`config.mk`:
```
export PLATFORM = sky130hd
export DESIGN_NAME = fasm_cfg_loader
export DESIGN_NICKNAME = d
export VERILOG_FILES = /design/src/rtl/fasm_cfg_loader.sv
export SDC_FILE = /design/constraint.sdc
export NUM_CORES = 1
export LEC_CHECK = 0
export ABC_CLOCK_PERIOD_IN_PS = 2700
export BUFFER_PORTS_ARGS = -buffer_cell sky130_fd_sc_hd__clkbuf_2
export CELL_PAD_IN_SITES_DETAIL_PLACEMENT = 0
export CELL_PAD_IN_SITES_GLOBAL_PLACEMENT = 1
export CORE_ASPECT_RATIO = 1.75
export CORE_MARGIN = 3
export CORE_UTILIZATION = 45
export CTS_CLUSTER_SIZE = 8
export DETAILED_ROUTE_END_ITERATION = 8
export PLACE_DENSITY = 0.75
export SLEW_MARGIN = 20
export SYNTH_ARGS = -nofsm -noshare
export SYNTH_HDL_FRONTEND = slang
export SYNTH_SLANG_ARGS = --single-unit
```
`constraint.sdc`:
```
create_clock -name CLK -period 2.7 [get_ports CLK]
set_input_delay 0.405 -clock CLK [delete_from_list [all_inputs] [get_ports CLK]]
set_output_delay 0.405 -clock CLK [all_outputs]
set_load 0.05 [all_outputs]
```
`src/rtl/fasm_cfg_loader.sv`:
```
// Serial config loader + inverted-input OR cell; commits INIT/INV on the parity-bit edge, no backpressure (CFG_EN gaps hold state).
// Optional readback shifter enabled by FASM_CFG_READBACK_EN.
module fasm_cfg_loader #(
   parameter int         INIT_WIDTH = 16,
   parameter logic [7:0] SYNC_WORD  = 8'hA5
) (
   input  logic                  CLK,
   input  logic                  RST,
   input  logic                  CFG_EN,
   input  logic                  CFG_DI,
   output logic                  CFG_DONE,
   output logic                  CFG_ERR,
   output logic [INIT_WIDTH-1:0] INIT_Q,
   output logic [1:0]            INV_Q,
   input  logic                  I1,
   input  logic                  I2,
   output logic                  O
`ifdef FASM_CFG_READBACK_EN
   ,
   input  logic                  RB_EN,
   output logic                  RB_DO
`endif
);

   localparam int CNT_MAX = (INIT_WIDTH > 8) ? INIT_WIDTH : 8;
   localparam int CW      = $clog2(CNT_MAX + 1);

   typedef enum logic [1:0] {HUNT, LOAD_INIT, LOAD_INV, CHECK} state_t;

   state_t                  state, state_d;
   logic [7:0]              window, window_d, window_sh;
   logic [CW-1:0]           cnt, cnt_d;
   logic [INIT_WIDTH-1:0]   sh_init, sh_init_d;
   logic [1:0]              sh_inv, sh_inv_d;
   logic                    commit, frame_bad;

   assign window_sh = (window << 1) | {7'b0, CFG_DI};

   always_comb begin
      state_d   = state;
      window_d  = window;
      cnt_d     = cnt;
      sh_init_d = sh_init;
      sh_inv_d  = sh_inv;
      commit    = 1'b0;
      frame_bad = 1'b0;
      if (CFG_EN) begin
         case (state)
            HUNT: begin
               window_d = window_sh;
               if (window_sh == SYNC_WORD) begin
                  state_d  = LOAD_INIT;
                  cnt_d    = '0;
                  window_d = '0;
               end
            end
            LOAD_INIT: begin
               sh_init_d = (sh_init << 1) | INIT_WIDTH'(CFG_DI);
               if (cnt == CW'(INIT_WIDTH - 1)) begin
                  state_d = LOAD_INV;
                  cnt_d   = '0;
               end else begin
                  cnt_d = cnt + 1'b1;
               end
            end
            LOAD_INV: begin
               sh_inv_d = {sh_inv[0], CFG_DI};
               if (cnt == CW'(1)) begin
                  state_d = CHECK;
                  cnt_d   = '0;
               end else begin
                  cnt_d = cnt + 1'b1;
               end
            end
            CHECK: begin
               // Even parity over INIT, INV and the parity bit itself
               if (^{sh_init, sh_inv, CFG_DI}) frame_bad = 1'b1;
               else                            commit    = 1'b1;
               state_d  = HUNT;
               window_d = '0;
            end
            default: state_d = HUNT;
         endcase
      end
   end

   always_ff @(posedge CLK or posedge RST) begin
      if (RST) begin
         state    <= HUNT;
         window   <= '0;
         cnt      <= '0;
         sh_init  <= '0;
         sh_inv   <= '0;
         INIT_Q   <= '0;
         INV_Q    <= '0;
         CFG_DONE <= 1'b0;
         CFG_ERR  <= 1'b0;
      end else begin
         state   <= state_d;
         window  <= window_d;
         cnt     <= cnt_d;
         sh_init <= sh_init_d;
         sh_inv  <= sh_inv_d;
         if (commit) begin
            INIT_Q   <= sh_init;
            INV_Q    <= sh_inv;
            CFG_DONE <= 1'b1;
            CFG_ERR  <= 1'b0;
         end else if (frame_bad) begin
            CFG_ERR <= 1'b1;
         end
      end
   end

   assign O = CFG_DONE & ((I1 ^ INV_Q[0]) | (I2 ^ INV_Q[1]));

`ifdef FASM_CFG_READBACK_EN
   localparam int RBW = INIT_WIDTH + 2;
   localparam int PW  = $clog2(RBW);

   logic [PW-1:0]  rb_ptr;
   logic [RBW-1:0] rb_vec;

   assign rb_vec = {INIT_Q, INV_Q} << rb_ptr;
   assign RB_DO  = RB_EN & rb_vec[RBW-1];

   always_ff @(posedge CLK or posedge RST) begin
      if (RST)                          rb_ptr <= '0;
      else if (!RB_EN || commit)        rb_ptr <= '0;
      else if (rb_ptr == PW'(RBW - 1))  rb_ptr <= '0;
      else                              rb_ptr <= rb_ptr + 1'b1;
   end
`endif

endmodule
```
Yosys cells after proc, flatten, opt, wreduce, memory -nomap -nowiden
Index checks and enable logic that the tools add are counted.
{"block": "totals", "word_cells": 53, "latch_bits": 0, "output_inout_bits": 21, "mem_bits_rw": 0, "in_bits": 6, "reg_bits": 52, "memories": 0, "mem_bits_ro": 0}
{"block": "op_classes", "bitwise_logic": 6, "multipliers": 0, "reduce_logical": 10, "addsub": 1, "n_lt_le_gt_ge": 0, "n_eq_ne": 9, "shift": 0, "muxes": 18, "n_div": 0}
{"cell": "19-bit XOR reduction", "n": 1}
{"cell": "16-bit by 1-bit bitwise OR with 16-bit output", "n": 1}
{"cell": "5-bit 2-to-1 mux", "n": 3}
{"cell": "5-bit case mux with 3 select lines", "n": 1}
{"cell": "7-bit case mux with 2 select lines", "n": 1}
{"cell": "8-bit == test, second input constant", "n": 1}
{"cell": "1-bit 2-to-1 mux", "n": 8}
{"cell": "8-bit by 1-bit bitwise OR with 8-bit output", "n": 1}
{"cell": "2-bit case mux with 4 select lines", "n": 1}
{"cell": "7-bit 2-to-1 mux", "n": 1}
{"cell": "2-bit 2-to-1 mux", "n": 3}
{"cell": "2-bit inequality test, second input constant", "n": 3}
{"cell": "2-bit AND reduction", "n": 3}
{"cell": "5-bit by 1-bit adder with 5-bit output, second input constant", "n": 1}
{"cell": "5-bit by 1-bit == test with 1-bit output, second input constant", "n": 1}
{"cell": "5-bit by 4-bit == test with 1-bit output, second input constant", "n": 1}
{"cell": "2-bit == test, second input constant", "n": 2}
{"cell": "4-bit AND reduction", "n": 1}
{"cell": "2-bit nonzero test", "n": 2}
{"cell": "3-bit AND reduction", "n": 1}
{"cell": "3-bit nonzero test", "n": 1}
{"cell": "2-bit by 1-bit == test with 1-bit output, second input constant", "n": 1}
{"cell": "2-bit logical NOT", "n": 1}
{"cell": "1-bit XOR", "n": 2}
{"cell": "2 further kinds", "n": 2}

Longest topological paths before layout
{"block": "depth", "ltp_word": 6, "depth_mapped": 9, "depth_no_buf": 9}

Least setup slack after synthesis
No wires, ideal clock.
{"block": "synth_path", "path_kind": "reg2out", "startpoint": "register INV_Q[1]", "endpoint": "output port O", "path_stages_with_launch": 3, "setup_slack_ps": 368, "path_buffers": 0, "required_time_ps": 2295, "t_arrival_ps": 1927, "cell_sequence": "dfrtp_1 > xnor2_1 > a21boi_0"}
{"block": "synth_between", "elab_chain_len": 3}
{"item": "start, declared", "line_no": "14", "text": "output logic [1:0] INV_Q,"}
{"item": "start signal, assigned", "line_no": "106", "text": "INV_Q <= sh_inv;"}
{"item": "1-bit XOR", "line_no": "115", "text": "assign O = CFG_DONE & ((I1 ^ INV_Q[0]) | (I2 ^ INV_Q[1]));"}
{"item": "1-bit bitwise OR", "line_no": "115"}
{"item": "1-bit bitwise AND", "line_no": "115"}
{"item": "end, declared", "line_no": "17", "text": "output logic O"}
Every way passes these cells.

Worst setup path in the final report
{"block": "layout_path", "startpoint": "register sh_init[6]", "endpoint": "register INIT_Q[9]"}
{"block": "layout_between", "elab_chain_len": 4}
{"item": "start, declared", "line_no": "33", "text": "logic [INIT_WIDTH-1:0] sh_init, sh_init_d;"}
{"item": "start signal, assigned", "line_no": "102", "text": "sh_init <= sh_init_d;"}
{"item": "19-bit XOR reduction", "line_no": "77", "text": "if (^{sh_init, sh_inv, CFG_DI}) frame_bad = 1'b1;"}
{"item": "1-bit 2-to-1 mux", "line_no": "77"}
{"item": "1-bit 2-to-1 mux", "line_no": "48", "text": "case (state)"}
{"item": "1-bit 2-to-1 mux", "line_no": "47", "text": "if (CFG_EN) begin"}
{"item": "end signal, assigned", "line_no": "105", "text": "INIT_Q <= sh_init;"}
{"item": "end, declared", "line_no": "13", "text": "output logic [INIT_WIDTH-1:0] INIT_Q,"}
Every way passes these cells.
A chain may end at the register's enable or synchronous reset.

==> flow_summary.html <==
<table>
<tr><th>Metric</th><th>Value</th></tr>
<tr><th colspan="2">Outcome</th></tr>
<tr><td>Run status</td><td>completed</td></tr>
<tr><th colspan="2">Floorplan</th></tr>
<tr><td>Starting utilization of the core area</td><td>46.7%</td></tr>
<tr><td>Die ar.</td><td>between 0.006 and 0.007 mm2</td></tr>
<tr><td>Die outline width</td><td>61.8 um</td></tr>
<tr><td>Vertical die dimension</td><td>approximately 100 um</td></tr>
<tr><td>Area of the core</td><td>0.00526 mm2</td></tr>
<tr><td>Number of placement rows</td><td>35</td></tr>
<tr><td># IOs</td><td>27</td></tr>
<tr><th colspan="2">Finish</th></tr>
<tr><td>Cell area after layout</td><td>between 0.002 and 0.003 mm2</td></tr>
<tr><td>Area added between synthesis and finish</td><td>10.5%</td></tr>
<tr><td>Count of antenna diodes in the layout</td><td>0</td></tr>
<tr><td>Final net count</td><td>229</td></tr>
<tr><td>Multi-input gate area</td><td>0.00109 mm2</td></tr>
<tr><td>Storage cell area</td><td>~0.0013 mm2</td></tr>
<tr><td>Share of final-layout standard cells stronger than drive strength 1</td><td>35.5%</td></tr>
<tr><td>Filler instances</td><td>459</td></tr>
<tr><th colspan="2">STA</th></tr>
<tr><td>Transition time at the pin with the least slew margin</td><td>692 ps</td></tr>
<tr><td>Crit share post-route</td><td>84.5%</td></tr>
<tr><td>Minimum clock period</td><td>2280 ps</td></tr>
<tr><td>Pins Over Slew Limit</td><td>0</td></tr>
<tr><td>Clock Skews</td><td>5.92 ps</td></tr>
<tr><td>Setup violators final</td><td>0</td></tr>
<tr><td>Final hold vios</td><td>0</td></tr>
<tr><td>Remaining max-slew budget at the tightest pin</td><td>53.8%</td></tr>
<tr><td>Setup repair after global routing missed its margin</td><td>false</td></tr>
<tr><td>Setup TNS Final</td><td>0 ps</td></tr>
<tr><td>Max Freq</td><td>0.438 GHz</td></tr>
<tr><th colspan="2">Setup path</th></tr>
<tr><td>Endpoint of the worst register-to-register path</td><td>INIT_Q[9]</td></tr>
<tr><td>Launching element type of the critical path</td><td>flop</td></tr>
<tr><td>Data arrival time of the worst path</td><td>2470 ps</td></tr>
<tr><td>Setup crit end</td><td>INIT_Q[9]</td></tr>
<tr><td>Maximum fanout along the worst path</td><td>20</td></tr>
<tr><td>Capturing element type of the critical path</td><td>flop</td></tr>
<tr><td>Launching element of the worst setup path</td><td>sh_init[6]</td></tr>
<tr><td>Category of the most critical setup path</td><td>reg2reg</td></tr>
<tr><td>Critical path data required time</td><td>2880 ps</td></tr>
<tr><td>Reg2reg start</td><td>sh_init[6]</td></tr>
<tr><td>Depth of the most critical reg-to-reg path</td><td>6</td></tr>
<tr><td>Setup slack, reg-to-reg</td><td>420 ps</td></tr>
<tr><th colspan="2">Logic synthesis</th></tr>
<tr><td>Most common library cells after synthesis</td><td>dfrtp_1, mux2_2, mux2_4</td></tr>
<tr><td>Number of distinct standard cells referenced by the synthesized netlist</td><td>29</td></tr>
<tr><td>Yosys warns</td><td>0</td></tr>
<tr><td>Post-synthesis instance area</td><td>0.00246 mm2</td></tr>
<tr><td>Net Count, Synth</td><td>199</td></tr>
<tr><td>Cells after synthesis</td><td>184</td></tr>
<tr><td>FFs w/ async S/R, synth</td><td>between 90% and 100%</td></tr>
<tr><td>Sequential area share after synthesis</td><td>53.0%</td></tr>
<tr><td>Dominant synthesized flop cell</td><td>dfrtp_1</td></tr>
<tr><td>Main area contributors after synthesis</td><td>dfrtp_1, mux2_4, mux2_2, xnor2_1, ha_1</td></tr>
<tr><td>Number of enable-type register cells in the synthesized netlist</td><td>0</td></tr>
<tr><td>Post-synthesis sequential element count</td><td>52</td></tr>
<tr><td>Most numerous cell in the Yosys netlist</td><td>dfrtp_1</td></tr>
<tr><td>Syn_area_per_cell</td><td>13.3 um2</td></tr>
<tr><td>Proportion of netlist area held by the largest area contributor</td><td>53.0%</td></tr>
<tr><td>Largest area contributor in the synthesized netlist</td><td>dfrtp_1</td></tr>
<tr><th colspan="2">Drt</th></tr>
<tr><td>Max Used Layer</td><td>met4</td></tr>
<tr><td>Met2 WL</td><td>2.22 mm</td></tr>
<tr><td>Iteration-0 DRC count of the detailed router</td><td>slightly above 60</td></tr>
<tr><td>Iteration count of the initial detailed-routing pass</td><td>4</td></tr>
<tr><td>Detailed-route wire length on metal 1</td><td>1.83 mm</td></tr>
<tr><td>Routed met3 length</td><td>98 um</td></tr>
<tr><td>Number of design rule violations left after detail routing</td><td>0</td></tr>
<tr><td>Average wire per cell in the routed design</td><td>15.6 um</td></tr>
<tr><td>Remaining antenna violation count</td><td>0</td></tr>
<tr><td>Average vias per placed instance</td><td>5.30</td></tr>
<tr><td>Vias after detailed routing</td><td>1425</td></tr>
<tr><td>Routed Wire Length</td><td>around 4.2 mm</td></tr>
<tr><th colspan="2">Clock network</th></tr>
<tr><td>Hold-fix buffers at CTS</td><td>0</td></tr>
<tr><td>Number of CTS-inserted buffers</td><td>5</td></tr>
<tr><td>Count of instances resized after the clock tree is built</td><td>0</td></tr>
<tr><td>Clk Tree Root Cell</td><td>clkbuf_8</td></tr>
<tr><td>Clock Pin Slew Worst Setup and Hold Paths</td><td>90 ps</td></tr>
<tr><td>Clk sinks</td><td>52</td></tr>
<tr><td>Number of H-tree levels</td><td>2</td></tr>
<tr><td>CTS tree</td><td>yes</td></tr>
<tr><td>Maximum buffer depth of the clock tree</td><td>2</td></tr>
<tr><td>Buffers inserted during post-CTS setup optimization</td><td>0</td></tr>
<tr><td>Clk Latency, worst-skew pair</td><td>290 ps</td></tr>
<tr><th colspan="2">Global route</th></tr>
<tr><td>Pin count of the biggest net entering global routing</td><td>30</td></tr>
<tr><td>First-pass GRT wire length</td><td>7.41 mm</td></tr>
<tr><td>Initial antenna violation count</td><td>0</td></tr>
<tr><td>Total gr overflow</td><td>0</td></tr>
<tr><td>Vias in the first global route</td><td>1534</td></tr>
<tr><td>Overall routing resource usage</td><td>15.1%</td></tr>
<tr><th colspan="2">Placed design</th></tr>
<tr><td>Global placer's final weighted congestion</td><td>0.750</td></tr>
<tr><td>Detailed placement HPWL</td><td>3.14 mm</td></tr>
<tr><td>Cell area reported after detailed placement</td><td>0.00264 mm2</td></tr>
<tr><td>I/O Buffers</td><td>26</td></tr>
<tr><th colspan="2">Min path</th></tr>
<tr><td>Min-delay worst type</td><td>in2async</td></tr>
<tr><th colspan="2">Flow run</th></tr>
<tr><td>Maximum capacitance violations</td><td>0</td></tr>
</table>
==> logic make-up (layout without fill, tap and decap cells) <==
| kind of cell | count (synthesis) | count (layout) | share of synthesized area [%] |
|---|---|---|---|
| flops | 52 | 52 | 53.0 |
| mux | 37 | 37 | 19.7 |
| simple gates | 35 | 35 | 7.59 |
| compound gates | 19 | 19 | 5.20 |
| xor+xnor | 19 | 19 | 7.34 |
| buf+inv | 13 | 43 | 2.60 |
| fa+ha+maj | 9 | 9 | 4.58 |
==> per-stage QoR <==
| step | util [%] | std cells | hold WS, ps | setup WS (ps) |
|---|---|---|---|---|
| floorplan | - | 184 | 450 | 368 |
| detailed placement | 50.2 | 262 | 461 | 425 |
| CTS | 51.6 | 269 | 131 | 394 |
| finish | 51.6 | 269 | 126 | 418 |
| global placement | 50.2 | 262 | 458 | 510 |
| global route | 51.6 | 269 | 152 | 286 |
==> worst min path at each step <==
stage / cells after the start / to
finish: 3 / cnt[1]
floorplan: 2 / window[6]
global placement: 3 / cnt[0]
CTS: 3 / sh_init[6]
detailed placement: 3 / cnt[0]
global route: 3 / window[5]
==> worst max-delay path: stages (launching register included) <==
cell	delay, ps
dfrtp_1	430
xor2_1	210
xnor2_1	140
xnor3_1	420
xnor2_1	160
and3_4	460
mux2_4	340
==> layer usage <==
layer	vias up	GRT usage [%]
li1	679	-
met1	718	19.4
met2	23	24.3
met3	5	2.99
met4	0	5.46
met5	-	0
==> area by class of cell <==
type                       count  area share, %
multi-input combinational    119           40.2
timing repair buffer          28           5.35
clock inverter                 1          0.184
inverter                       8           1.11
sequential                    52           47.9
clock buffer                   6           2.67
tap                           55           2.54
==> cell usage in the layout (no fill, tap or decap), types with 2 or more instances in the layout <==
master / synthesis / final
dfrtp_1: 52 / 52
clkbuf_2: 0 / 26
mux2_2: 19 / 19
mux2_4: 18 / 18
xnor2_1: 16 / 16
nand2_1: 13 / 13
nand2b_1: 9 / 9
ha_1: 9 / 9
o21ai_0: 7 / 7
inv_1: 8 / 7
clkbuf_8: 0 / 5
a22o_1: 3 / 3
nand3_1: 3 / 3
or2_2: 3 / 3
nor3_1: 2 / 2
xor2_1: 2 / 2
a21boi_0: 2 / 2
a21oi_1: 2 / 2
buf_4: 0 / 2
==> state kept, by name, summed over array words and instances, names as in the netlist <==
| register | count |
|---|---|
| INV_Q | 2 |
| sh_init | 16 |
| window | 7 |
| sh_inv | 2 |
| CFG_ERR | 1 |
| state | 2 |
| INIT_Q | 16 |
| CFG_DONE | 1 |
| cnt | 5 |
Power is not shown: default switching activity piles up to over one toggle a cycle in this logic, so the estimate is an artifact.
